`src/rtl/pic_inta_controller.sv`:
```
// ============================================================================
// pic_inta_controller : 8259A-style INTA sequencer with ISR, priority and EOI
// Revision 1.0 - initial release
// ============================================================================
`default_nettype none

module pic_inta_controller (
  input  logic       clk,
  input  logic       reset,
  input  logic [7:0] irq_accepted,
  input  logic       inta_n,
  input  logic [4:0] vector_base,
  input  logic       aeoi,
  input  logic       auto_rotate,
  input  logic       eoi_cmd,
  input  logic       eoi_specific,
  input  logic [2:0] eoi_level,
  input  logic       eoi_rotate,
  output logic       INT,
  output logic [7:0] ISR,
  output logic [7:0] data_out,
  output logic       data_oe,
  output logic       irr_clear,
  output logic [2:0] irr_clear_level,
  output logic [2:0] lowest_prio,
  output logic       spurious
);

  typedef enum logic [1:0] {
    IDLE = 2'd0,
    ACK1 = 2'd1,
    GAP  = 2'd2,
    ACK2 = 2'd3
  } state_t;

  state_t     r_state;
  logic       r_inta_n_q;
  logic [2:0] r_cur_level;

  logic       w_fall;
  logic       w_rise;
  logic       w_win_valid;
  logic [2:0] w_win_level;
  logic [2:0] w_win_rank;
  logic       w_isr_any;
  logic [2:0] w_isr_top_level;
  logic [2:0] w_isr_top_rank;
  logic       w_eligible;
  logic       w_ack1_set;
  logic       w_ack2_done;
  logic       w_aeoi_hit;
  logic       w_eoi_hit;
  logic [2:0] w_eoi_target;
  logic [7:0] w_set;
  logic [7:0] w_clr_aeoi;
  logic [7:0] w_clr_eoi;
  logic [7:0] w_isr_next;

  // Level sitting at a given rank: rank 0 is the level just above lowest_prio.
  function automatic logic [2:0] level_of_rank(input logic [2:0] lowest,
                                               input logic [2:0] rank);
    return lowest + 3'd1 + rank;
  endfunction

  // Scan from lowest to highest rank so the last hit is the best one.
  always_comb begin
    w_win_valid     = 1'b0;
    w_win_level     = 3'd0;
    w_win_rank      = 3'd0;
    w_isr_any       = 1'b0;
    w_isr_top_level = 3'd0;
    w_isr_top_rank  = 3'd0;
    for (int r = 7; r >= 0; r--) begin
      if (irq_accepted[level_of_rank(lowest_prio, 3'(r))]) begin
        w_win_valid = 1'b1;
        w_win_level = level_of_rank(lowest_prio, 3'(r));
        w_win_rank  = 3'(r);
      end
      if (ISR[level_of_rank(lowest_prio, 3'(r))]) begin
        w_isr_any       = 1'b1;
        w_isr_top_level = level_of_rank(lowest_prio, 3'(r));
        w_isr_top_rank  = 3'(r);
      end
    end
  end

  assign w_eligible  = w_win_valid & (~w_isr_any | (w_win_rank < w_isr_top_rank));
  assign w_fall      = r_inta_n_q & ~inta_n;
  assign w_rise      = ~r_inta_n_q & inta_n;

  assign w_ack1_set  = (r_state == IDLE) & w_fall & w_eligible;
  assign w_ack2_done = (r_state == ACK2) & w_rise;
  assign w_aeoi_hit  = w_ack2_done & aeoi & ~spurious;

  // Non-specific EOI with nothing in service targets no level at all.
  assign w_eoi_hit    = eoi_cmd & (eoi_specific | w_isr_any);
  assign w_eoi_target = eoi_specific ? eoi_level : w_isr_top_level;

  assign w_set      = w_ack1_set ? (8'd1 << w_win_level)  : 8'd0;
  assign w_clr_aeoi = w_aeoi_hit ? (8'd1 << r_cur_level)  : 8'd0;
  assign w_clr_eoi  = w_eoi_hit  ? (8'd1 << w_eoi_target) : 8'd0;
  assign w_isr_next = (ISR & ~w_clr_eoi & ~w_clr_aeoi) | w_set;

  always_ff @(posedge clk) begin
    if (reset) begin
      r_state         <= IDLE;
      r_inta_n_q      <= 1'b1;
      r_cur_level     <= 3'd0;
      INT             <= 1'b0;
      ISR             <= 8'd0;
      data_out        <= 8'd0;
      data_oe         <= 1'b0;
      irr_clear       <= 1'b0;
      irr_clear_level <= 3'd0;
      lowest_prio     <= 3'd7;
      spurious        <= 1'b0;
    end else begin
      r_inta_n_q <= inta_n;
      ISR        <= w_isr_next;
      irr_clear  <= 1'b0;
      INT        <= (r_state == IDLE) & w_eligible & ~w_fall;

      if (w_eoi_hit & eoi_rotate) begin
        lowest_prio <= w_eoi_target;
      end else if (w_aeoi_hit & auto_rotate) begin
        lowest_prio <= r_cur_level;
      end

      case (r_state)
        IDLE: begin
          if (w_fall) begin
            r_state <= ACK1;
            if (w_eligible) begin
              r_cur_level     <= w_win_level;
              irr_clear       <= 1'b1;
              irr_clear_level <= w_win_level;
              spurious        <= 1'b0;
            end else begin
              r_cur_level <= 3'd7;
              spurious    <= 1'b1;
            end
          end
        end
        ACK1: begin
          if (w_rise) r_state <= GAP;
        end
        GAP: begin
          if (w_fall) begin
            r_state  <= ACK2;
            data_oe  <= 1'b1;
            data_out <= {vector_base, r_cur_level};
          end
        end
        ACK2: begin
          if (w_rise) begin
            r_state  <= IDLE;
            data_oe  <= 1'b0;
            data_out <= 8'd0;
            spurious <= 1'b0;
          end
        end
        default: r_state <= IDLE;
      endcase
    end
  end

endmodule

`default_nettype wire

```
`config.mk`:
```
export PLATFORM = sky130hd
export DESIGN_NAME = pic_inta_controller
export DESIGN_NICKNAME = d
export VERILOG_FILES = /design/src/rtl/pic_inta_controller.sv
export SDC_FILE = /design/constraint.sdc
export NUM_CORES = 1
export LEC_CHECK = 0
export CAP_MARGIN = 20
export CORE_MARGIN = 2
export CORE_UTILIZATION = 50
export CTS_CLUSTER_SIZE = 14
export DETAILED_ROUTE_END_ITERATION = 8
export PLACE_DENSITY = 0.81
export SLEW_MARGIN = 5
export SYNTH_ARGS = -nofsm -noshare
export SYNTH_HDL_FRONTEND = slang
export SYNTH_SLANG_ARGS = --single-unit
export TNS_END_PERCENT = 20
```
`constraint.sdc`:
```
create_clock -name clk -period 4.7 [get_ports clk]
set_input_delay 0.705 -clock clk [delete_from_list [all_inputs] [get_ports clk]]
set_output_delay 0.705 -clock clk [all_outputs]
set_load 0.05 [all_outputs]
```
==> results.cfg <==
[timing]
finalHoldViolations = 0
period_needed_ns = 4.230
fin_hold_ws_ns = 0.4601
skew_ns = 0.006723
drv_slew = 0
fmax_mhz = 236.4
setup_tns_ns = 0
finalCritPeriodShare = 0.9000
max_slew_margin = 0.4206
setup_viol = 0
tightest_slew_ns = 0.8664
rsz0062_at_grt = false

[floorplan]
die_height_um = 86.25
fp.dieW_um = 86.25
start_util = 0.5236
rows = 29
ioPinCount = 50
die_area_um2 = 7438
core_um2 = 6459

[logic_synthesis]
synth_edf_count = 0
avgSynthCellArea_um2 = 8.739
synth_cells = 387
ys.flop_type = dfxtp_1
ys_warn_count = 0
synth.distinct_cells = 64
ys_seq_area_frac = 0.1894
async_flop_share = 0
synth_fp_nets = 419
syn_area_um2 = 3382
synth-seq-cells = 32

[final_layout]
num_antenna_cells = 0
fin_cells = 507
register_area_um2 = 641.9
synthToLayoutAreaGrowth_pct = 20.35
final_cell_mix = clkdlybuf4s50_1, nand2_1, dfxtp_1
fill_cells = 546
final_common_cell = clkdlybuf4s50_1
multi_input_area_um2 = 2584
design_area_um2 = 4070
nNetsFinal = 461
drive_gt1_frac = 0.1488

[clock_network]
cts_resized = 0
clockBufferDepth = 2
cts_max_level = 2
cts_tree = yes
cts_buffers = 5
cts_setup_buffers = 0
hold_buffers = 0
clockRootBuffer = clkbuf_8
cts.sinks = 32
clk_pin_slew_ns = 0.07
insertion_delay_ns = 0.29

[route]
vias_per_cell = 6.742
firstDrtPassIters = 5
drc = 0
wl_met1_mm = 3.921
wirelength_mm = 9.420
met2_wirelength_mm = 4.596
top_layer = met4
wire_per_inst_um = 18.58
ant_nets = 0
drtIter0Drc = 240
vias = 3418
met3RoutedLength_um = 707

[worst_setup_path]
crit_arrival_ns = 4.44
worstPathMaxFanout = 25
start_kind = flop
reg2reg_depth = 13
crit_required_ns = 4.91
endpoint_kind = flop
crit_type = reg -> reg

[placed_design]
placed_cell_area_um2 = 3944
hpwl_mm = 7.034
dp_cells = 499
port_buffers = 49
gp_congestion = 0.9442

[min_path]
min_delay_path_depth = 2
hold_class = reg -> reg

[run]
maxCapViolCount = 0

[global_route]
grtUsageTotal = 0.2578
antenna_found_initial = 0
grt_first_pass_wirelength_mm = 15.55
overflow = 0
first_global_vias = 3284
grt_start_max_net_pins = 26

[run_status]
status = finished clean
==> cell type report <==
| class | instances | share of cell area |
|---|---|---|
| clock inverter | 1 | 0.007378 |
| inverter | 13 | 0.01199 |
| clock buffer | 7 | 0.02367 |
| timing repair buffer | 60 | 0.1408 |
| sequential | 32 | 0.1577 |
| tap | 77 | 0.02367 |
| multi-input combinational | 317 | 0.6348 |
==> flip-flops by register name (all words and copies together) (netlist names) <==
| signal | cells |
|---|---|
| ISR | 8 |
| data_out | 8 |
| irr_clear_level | 3 |
| lowest_prio | 3 |
| r_cur_level | 3 |
| r_state | 2 |
| INT | 1 |
| data_oe | 1 |
| irr_clear | 1 |
| r_inta_n_q | 1 |
| spurious | 1 |
==> stage by stage <==
step                      setup WS, ns    util
final                           0.4699  0.6302
after global routing            0.2928  0.6302
after CTS                       0.5040  0.6302
after detailed placement        0.2839  0.6106
after global placement          0.4019  0.6106
after floorplan               0.009087       -
==> critical path, cell delays in order (launching register included) <==
cell     delay, ns
dfxtp_2       0.33
inv_1         0.06
ha_2          0.38
buf_4         0.37
mux4_2        0.47
or2_1         0.26
mux4_2        0.51
nor3_1        0.21
ha_1          0.27
o21ai_0       0.19
a211o_1       0.16
nand4_2       0.18
or4_1         0.59
o22ai_1       0.16
==> cell usage after synthesis (all sizes together) (7+ instances only) <==
cell type,n,share of area
mux2,11,0.037
nor2,29,0.032
dfxtp,32,0.19
clkbuf,9,0.010
inv,13,0.014
nand2,39,0.043
or2,12,0.022
mux2i,25,0.074
ha,8,0.030
nand2b,8,0.015
o22ai,7,0.013
a21oi,27,0.040
mux4,25,0.17
o21ai,9,0.013
buf,16,0.023
==> worst paths after layout <==
check / start / end / slack, ns
worst max-delay path: lowest_prio[0] / ISR[0] / 0.47
worst min-delay path: data_out[4] / data_out[4] / 0.46
worst max register to register: lowest_prio[0] / ISR[0] / 0.47
worst min register to register: data_out[4] / data_out[4] / 0.46
==> layer usage <==
layer	global-route usage	vias to the layer above
met3	0.04857	20
met5	0	-
met2	0.4348	168
met4	0.1023	0
met1	0.3267	1641
li1	-	1589
==> kinds of logic after synthesis <==
kind of cell,count (synthesis),synth area share
DFF,32,0.1894
buffers and inverters,38,0.04736
and+or+nand+nor,137,0.2131
AOI/OAI and AO/OA,104,0.2168
muxes,61,0.2771
xor gates and xnor gates,7,0.02664
adders and majority gates,8,0.02960
Power is left out: the tool's default activity adds up to more than one toggle a clock period on the data nets, which glitch-free logic cannot reach.
